--- src/rtl/somador_seq_nib_pkg.sv ---
// Shared definitions for the nibble-serial adder: FSM encoding, slice width
// and the two's-complement overflow rule.
package somador_seq_nib_pkg;

   // Controller states; encodings are fixed so they stay stable in waveforms.
   typedef enum logic [1:0] {
      ST_IDLE = 2'd0,
      ST_ADD  = 2'd1,
      ST_DONE = 2'd2
   } state_t;

   // Width of the slice handled per clock by the shared adder.
   localparam int NIB_W = 4;

   // Signed overflow: operands agree in sign but the result sign differs.
   function automatic logic add_ovf(input logic a_msb,
                                    input logic b_msb,
                                    input logic r_msb);
      return (a_msb == b_msb) && (r_msb != a_msb);
   endfunction

endpackage

--- src/rtl/somador_seq_nib_nibble_adder4.sv ---
// Combinational 4-bit ripple-carry adder built from four full-adder cells.
// This is the only arithmetic in the serial adder; the top time-shares it.
module nibble_adder4
   import somador_seq_nib_pkg::*;
(
   input  logic [NIB_W-1:0] a_i,
   input  logic [NIB_W-1:0] b_i,
   input  logic             cin_i,
   output logic [NIB_W-1:0] sum_o,
   output logic             cout_o
);

   // carry_s[k] is the carry into cell k; carry_s[NIB_W] leaves the nibble.
   logic [NIB_W:0] carry_s;

   assign carry_s[0] = cin_i;

   for (genvar k = 0; k < NIB_W; k++) begin : g_fa
      assign sum_o[k]     = a_i[k] ^ b_i[k] ^ carry_s[k];
      assign carry_s[k+1] = (a_i[k] & b_i[k]) | (carry_s[k] & (a_i[k] ^ b_i[k]));
   end

   assign cout_o = carry_s[NIB_W];

endmodule

--- src/rtl/somador_seq_nib.sv ---
// Sequential WIDTH-bit adder: one nibble per clock through a shared 4-bit
// ripple adder, with a registered carry between nibbles and a start/done
// handshake. The result is assembled by shifting nibble sums in from the MSB.
module somador_seq_nib
   import somador_seq_nib_pkg::*;
#(
   parameter int WIDTH = 16
)(
   input  logic             clock,
   input  logic             reset,
   input  logic             start,
   input  logic [WIDTH-1:0] a,
   input  logic [WIDTH-1:0] b,
   input  logic             cin,
   output logic             busy,
   output logic             done,
   output logic [WIDTH-1:0] sum,
   output logic             cout,
   output logic             overflow
);

   localparam int NIB   = WIDTH / NIB_W;
   localparam int IDX_W = (NIB > 1) ? $clog2(NIB) : 1;
   localparam logic [IDX_W-1:0] IDX_LAST = IDX_W'(NIB - 1);

   state_t             state_q;
   logic [IDX_W-1:0]   idx_q;
   logic [WIDTH-1:0]   a_sh_q;
   logic [WIDTH-1:0]   b_sh_q;
   logic               carry_q;
   logic               a_msb_q;
   logic               b_msb_q;
   logic [WIDTH-1:0]   sum_q;
   logic               cout_q;
   logic               ovf_q;
   logic               busy_q;
   logic               done_q;

   logic [NIB_W-1:0]   nib_sum_s;
   logic               nib_cout_s;
   logic [WIDTH-1:0]   a_sh_d;
   logic [WIDTH-1:0]   b_sh_d;
   logic [WIDTH-1:0]   sum_d;
   logic               last_s;

   // The current low nibble of each operand shift register feeds the adder.
   nibble_adder4 u_nib_add (
      .a_i    (a_sh_q[NIB_W-1:0]),
      .b_i    (b_sh_q[NIB_W-1:0]),
      .cin_i  (carry_q),
      .sum_o  (nib_sum_s),
      .cout_o (nib_cout_s)
   );

   // Operands move right one nibble per step; sums enter at the MSB so that
   // after NIB steps nibble 0 has arrived at the bottom of the result.
   assign a_sh_d = {{NIB_W{1'b0}}, a_sh_q[WIDTH-1:NIB_W]};
   assign b_sh_d = {{NIB_W{1'b0}}, b_sh_q[WIDTH-1:NIB_W]};
   assign sum_d  = {nib_sum_s, sum_q[WIDTH-1:NIB_W]};
   assign last_s = (idx_q == IDX_LAST);

   // Controller, nibble counter, operand/result shift registers and flags.
   always_ff @(posedge clock) begin
      if (reset) begin
         state_q <= ST_IDLE;
         idx_q   <= '0;
         a_sh_q  <= '0;
         b_sh_q  <= '0;
         carry_q <= 1'b0;
         a_msb_q <= 1'b0;
         b_msb_q <= 1'b0;
         sum_q   <= '0;
         cout_q  <= 1'b0;
         ovf_q   <= 1'b0;
         busy_q  <= 1'b0;
         done_q  <= 1'b0;
      end else begin
         case (state_q)
            ST_IDLE: begin
               idx_q <= '0;
               if (start) begin
                  a_sh_q  <= a;
                  b_sh_q  <= b;
                  a_msb_q <= a[WIDTH-1];
                  b_msb_q <= b[WIDTH-1];
                  carry_q <= cin;
                  busy_q  <= 1'b1;
                  state_q <= ST_ADD;
               end else begin
                  busy_q  <= 1'b0;
                  state_q <= ST_IDLE;
               end
            end
            ST_ADD: begin
               a_sh_q  <= a_sh_d;
               b_sh_q  <= b_sh_d;
               sum_q   <= sum_d;
               carry_q <= nib_cout_s;
               if (last_s) begin
                  // The top nibble sum becomes result[MSB] on this edge.
                  idx_q   <= '0;
                  cout_q  <= nib_cout_s;
                  ovf_q   <= add_ovf(a_msb_q, b_msb_q, nib_sum_s[NIB_W-1]);
                  done_q  <= 1'b1;
                  state_q <= ST_DONE;
               end else begin
                  idx_q   <= idx_q + IDX_W'(1);
                  state_q <= ST_ADD;
               end
            end
            ST_DONE: begin
               idx_q   <= '0;
               done_q  <= 1'b0;
               busy_q  <= 1'b0;
               state_q <= ST_IDLE;
            end
            default: begin
               idx_q   <= '0;
               done_q  <= 1'b0;
               busy_q  <= 1'b0;
               state_q <= ST_IDLE;
            end
         endcase
      end
   end

   assign busy     = busy_q;
   assign done     = done_q;
   assign sum      = sum_q;
   assign cout     = cout_q;
   assign overflow = ovf_q;

endmodule

--- config.mk ---
export PLATFORM = sky130hd
export DESIGN_NAME = somador_seq_nib
export DESIGN_NICKNAME = d
export VERILOG_FILES = /design/src/rtl/somador_seq_nib_pkg.sv /design/src/rtl/somador_seq_nib_nibble_adder4.sv /design/src/rtl/somador_seq_nib.sv
export SDC_FILE = /design/constraint.sdc
export NUM_CORES = 1
export LEC_CHECK = 0
export BUFFER_PORTS_ARGS = -buffer_cell sky130_fd_sc_hd__buf_2
export CAP_MARGIN = 20
export CORE_MARGIN = 4
export CORE_UTILIZATION = 35
export DETAILED_ROUTE_END_ITERATION = 8
export GPL_TIMING_DRIVEN = 0
export HOLD_SLACK_MARGIN = 0.15
export PLACE_DENSITY = 0.56
export SETUP_SLACK_MARGIN = 0.1
export SLEW_MARGIN = 5
export SYNTH_ARGS = -nofsm -noshare
export SYNTH_HDL_FRONTEND = slang
export SYNTH_SLANG_ARGS = --single-unit
--- constraint.sdc ---
create_clock -name clock -period 4.1 [get_ports clock]
set_input_delay 0.82 -clock clock [delete_from_list [all_inputs] [get_ports clock]]
set_output_delay 0.82 -clock clock [all_outputs]
set_load 0.02 [all_outputs]
## After elaboration in Yosys (flattened, before gate mapping)

Cells that the tools add are included.

- Bits in registers: 59
- Input bits: 36
- Output and inout bits: 20

- Add/sub/neg operators: 1
- Equal/unequal tests: 6
- Multiplexer cells: 13
- Bitwise logic cells: 22
- Reduce and logical (&&, ||, !) cells: 8

Operator list:

| operator | number |
|---|---|
| $pmux 16 s2 | 2 |
| $mux 16 | 2 |
| $and 1x1->1 | 8 |
| $reduce_and 2->1 | 4 |
| $xor 1x1->1 | 8 |
| $pmux 1 s2 | 3 |
| $mux 1 | 4 |
| $ne 2x2->1 const B | 2 |
| $or 1x1->1 | 4 |
| $pmux 2 s2 | 1 |
| $reduce_or 3->1 | 1 |
| $add 2x1->2 const B | 1 |
| $eq 2x1->1 const B | 1 |
| $eq 2x2->1 const B | 1 |
| $logic_not 2->1 | 1 |
| $mux 2 | 1 |
| $not 1->1 | 2 |
| $reduce_bool 2->1 | 1 |
| $eq 1x1->1 | 1 |
| $logic_and 1x1->1 | 1 |
| $ne 1x1->1 | 1 |

## Longest topological paths before layout

- Depth after elaboration: 10
- Depth in mapped cells: 9
- Gate-level depth less buffers: 9

## Hierarchy

From an unflattened synthesis, not the netlist that was laid out.

- Cell total of the unflattened synthesis: 265
- Area total of the unflattened synthesis: 2,685.1 um^2

By module, submodules not included:

| module | times used | cells each | area each (um^2) | seq. area each (um^2) |
|---|---|---|---|---|
| somador_seq_nib | 1 | 251 | 2,567.5 | 1,181.1 |
| nibble_adder4 | 1 | 14 | 117.6 | 0.0 |

## Worst setup path after synthesis

Ideal clock, no wire load.

- Path type: register to register
- Start point: reg a_sh_q[0]
- End point: reg ovf_q, in the netlist overflow
- Library setup time: 0.087 ns
- Data arrival time: 2.291 ns
- Setup slack: 1.722 ns
- Cell stages (with the launch flop): 10
- Path buffers: 0
- Period minus slack after synthesis: 2.378 ns
- Cell sequence: dfxtp_1 > fa_1 > inv_1 > fa_1 > inv_1 > fa_1 > inv_1 > fa_1 > o311a_1 > a211oi_1

- Word-level cells in the longest chain between the ends: 10
- Elaborated cells between the ends (all ways): 11
- Those cells by class: eq/ne: 1; bitwise: 9; reduce/logical: 1

Ends and longest elaborated chain:

| item | line | source |
|---|---|---|
| start, declared | somador_seq_nib.sv:28 | `logic [WIDTH-1:0] a_sh_q;` |
| start signal, assigned | somador_seq_nib.sv:95 | `a_sh_q <= a_sh_d;` |
| $xor 1x1->1 | somador_seq_nib_nibble_adder4.sv:20 | `assign carry_s[k+1] = (a_i[k] & b_i[k]) \| (carry_s[k] & (a_i[k] ^ b_i[k]));` |
| $and 1x1->1 | somador_seq_nib_nibble_adder4.sv:20 |  |
| $or 1x1->1 * | somador_seq_nib_nibble_adder4.sv:20 |  |
| $and 1x1->1 * | somador_seq_nib_nibble_adder4.sv:20 |  |
| $or 1x1->1 * | somador_seq_nib_nibble_adder4.sv:20 |  |
| $and 1x1->1 * | somador_seq_nib_nibble_adder4.sv:20 |  |
| $or 1x1->1 * | somador_seq_nib_nibble_adder4.sv:20 |  |
| $xor 1x1->1 * | somador_seq_nib_nibble_adder4.sv:19 | `assign sum_o[k] = a_i[k] ^ b_i[k] ^ carry_s[k];` |
| $ne 1x1->1 * | somador_seq_nib_pkg.sv:19 | `return (a_msb == b_msb) && (r_msb != a_msb);` |
| $logic_and 1x1->1 * | somador_seq_nib_pkg.sv:19 |  |
| end signal, assigned | somador_seq_nib.sv:103 | `ovf_q <= add_ovf(a_msb_q, b_msb_q, nib_sum_s[NIB_W-1]);` |
| end, declared | somador_seq_nib.sv:35 | `logic ovf_q;` |

Mark *: on every way between the ends. The rest lies on a longest branch, timed or not.
A chain may end at the register's enable or synchronous reset.

## Final worst setup path

Same ends and word-level chain as after synthesis.

==> out/metrics.yaml <==
worst-r2r-cell-count: 9
final_max_slew_viol_count: 0
antenna_violations_before_repair: 0
syn-mean-instance-area_um2: 9.87
hold_path_end: "idx_q[0]"
status: "finished clean"
max_capacitance_violation_count: 0
detailedPlacementHpwl_mm: 4.45
synth.top_cell.area_share_pct: 46.9
p_sw_share_pct: 28.2
ys_seq_elements: 59
floorplan.rows: 30
total_power_w: 0.00136
fin_setup_tns_ns: 0
die_height_um: 92.8
synth_top_area_cell: "dfxtp_1"
yosys-top-cells-count: "59 x dfxtp_1, 34 x nand2_1, 33 x nor2_1"
avgViaCountPerCell: 4.68
timing.critical_path.to_type: "flip-flop"
yosysWarnings: 0
synthesis.instances: 255
clk_latency_ns: 0.34
required_ns: 4.35
via_count: 1970
syn-num-nets: 296
drc: 0
cts_post_setup_buffers_inserted: 0
clk_pin_slew_worst_paths_ns: 0.07
cp_slowest_cell: "fa_1"
timing.critical_path.slowest_cell_delay_ns: 0.48
synth.yosys.seq_area_share_pct: 46.9
max-vdd-ir-drop_uv: 151
core_region_area_um2: 6910
floorplan.io_pins: 56
n_antenna_cell: 0
share_of_flip_flops_with_an_asynchronous_set_or_reset_after_synthesis_pct: 0
clk_path_buf_depth: 2
setup.worst_path.start_class: "flip-flop"
die_area_um2: 8610
finalNetCount: 361
max-slew-margin-rel_pct: 46.8
ys.flop_type: "dfxtp_1"
cell_with_the_most_instances_after_synthesis: "dfxtp_1"
finalHoldViolCount: 0
final_layout_size_suffix_gt1_share_pct: 32.9
cpMostUsedCell: "fa_1"
synth.distinct_cells: 31
terminus_of_the_critical_flop_to_flop_path: "overflow"
share_comb_of_total_power_pct: 14.5
layout.filler_cells: 730
reg2reg_from: "a_sh_q[0]"
clock_sinks: 59
netlist_top_cells_area: "dfxtp_1 47%, a211oi_2 9.9%, mux2i_1 9.5%"
floorplan.initialDensity_pct: 36.4
final_setup_violation_count: 0
seq_power_share_pct: 46.5
power.density_cell_area_nw_per_um2: 438
power.leakage_nw: 1.27
timing.final.crit_period_ns: 2.52
dieWidth_um: 92.8
length_of_routed_met3_wiring_um: 380
timing.reg2reg.setup_slack_ns: 1.58
drt-initial-drc-count: 58
top_layer_used: "met4"
share_clk_of_total_power_pct: 38.9
synth_edf_count: 0
unrepaired_setup_endpoints_after_global_routing: "no"
cts_tree: "done"
hold_path_class: "reg2reg"
netlist_area_um2: 2520
groute.usage.overall_pct: 14.7
drtPass1Iterations: 4
holdBufCountCts: 0
worstSetupStartpoint: "a_sh_q[0]"
critPathTopFamily: "adder cells"
placement.io_buffers: 54
cp_cell_sequence: "fa_1, inv_1, fa_1, inv_1, fa_1, inv_1, fa_1, o311a_1, a211oi_1"
cp.depth: 9
final.setup_skew_ns: 0.0118
worst_ep_arrival_time_ns: 2.77
post-route-period-util_pct: 61.4
cts_htree_levels: 3
grt_overflow: 0
grt_first_pass_wirelength_mm: 9.72
critPathBufInv: 3
grt_start_max_net_pins: 13
clockRootBuffer: "clkbuf_8"
timing.fmax_mhz: 397
whs_path_depth: 1
cts_resized: 0
wirelength_mm: 6.08
path_class: "reg2reg"
flow.area_growth_from_synthesis_pct: 23.5
gp_routability_congestion: 0.769
crit_fanout: 3
first_global_vias: 1955
drtAntennaViolNets: 0
wl_met2_mm: 2.62
hp-start: "idx_q[0]"
cts_made_buffers: 9
route.detailed.wl_per_inst_um: 14.4
wirelength_met1_mm: 3.00
internal_power_w: 0.000978
tightestPinTransition_ns: 0.799
switching_power_w: 0.000384
[metal layers]
| layer | vias up | GRT usage, % |
|---|---|---|
| li1 | 1018 | - |
| met1 | 891 | 19.6 |
| met2 | 53 | 21.8 |
| met3 | 8 | 4.55 |
| met4 | 0 | 6.59 |
| met5 | - | 0 |
[sequential cells by signal (all words and copies together), names as in the netlist]
register and count:
b_sh_q 16, carry_q 1, a_sh_q 16, busy 1, cout 1, overflow 1, state_q 2, a_msb_q 1
idx_q 2, b_msb_q 1, done 1, sum 16
[cells in the final DEF (no fill, tap or decap), drive strengths merged, types with 6 or more instances in the layout]
cell type | netlist | routed
a211oi | 27 | 27
dfxtp | 59 | 59
nor2 | 33 | 33
a22oi | 6 | 6
mux2i | 24 | 24
nand2 | 34 | 34
inv | 7 | 8
clkbuf | 7 | 16
a21oi | 23 | 23
buf | 13 | 67
[power groups by stage]
stage	combinational [W]	sequential, W	clock (W)
final	0.000198	0.000633	0.000530
after global routing	0.000221	0.000638	0.000576
after CTS	0.000203	0.000633	0.000545
after detailed placement	0.000202	0.000646	0
after global placement	0.000199	0.000646	0
after floorplan	0.000136	0.000647	0
[metrics by stage]
stage	hold slack [ns]	instances	instance area (um^2)	util [%]	setup WS, ns
after CTS	0.437	421	3110	45.0	1.55
after detailed placement	0.426	405	2910	42.1	1.55
final	0.438	421	3110	45.0	1.58
after global placement	0.419	405	2910	42.1	1.54
after global routing	0.460	421	3110	45.0	1.37
after floorplan	0.407	255	2520	-	1.72
[worst max path at each step]
stage / slack, ns / end
after floorplan: 1.72 / overflow
after global placement: 1.54 / overflow
after detailed placement: 1.55 / overflow
after CTS: 1.55 / overflow
after global routing: 1.37 / overflow
final: 1.58 / overflow
[cells by family after synthesis]
logic type	Yosys count	share of synthesized area (%)
muxes	24	9.55
adders and majority gates	5	3.68
and+or+nand+nor	78	13.4
buffers and inverters	27	5.87
DFF	59	46.9
AOI/OAI and AO/OA	62	20.5
[layout make-up]
class / instances / area [um^2] / area share (%)
Multi-Input combinational cell: 169 / 1190 / 38.2
Sequential cell: 59 / 1180 / 38.0
Timing Repair Buffer: 54 / 270 / 8.70
Clock buffer: 9 / 124 / 3.99
Buffer: 20 / 121 / 3.91
Tap cell: 96 / 120 / 3.87
Clock inverter: 7 / 76.3 / 2.46
Inverter: 7 / 26.3 / 0.846
[worst register-to-register path: stages, from the launching register on]
cell and delay, ns:
dfxtp_1 0.34, fa_1 0.41, inv_1 0.07, fa_1 0.16, inv_1 0.05, fa_1 0.35, inv_1 0.07, fa_1 0.48
o311a_1 0.31, a211oi_1 0.21
(Power assumes the default switching activity.)
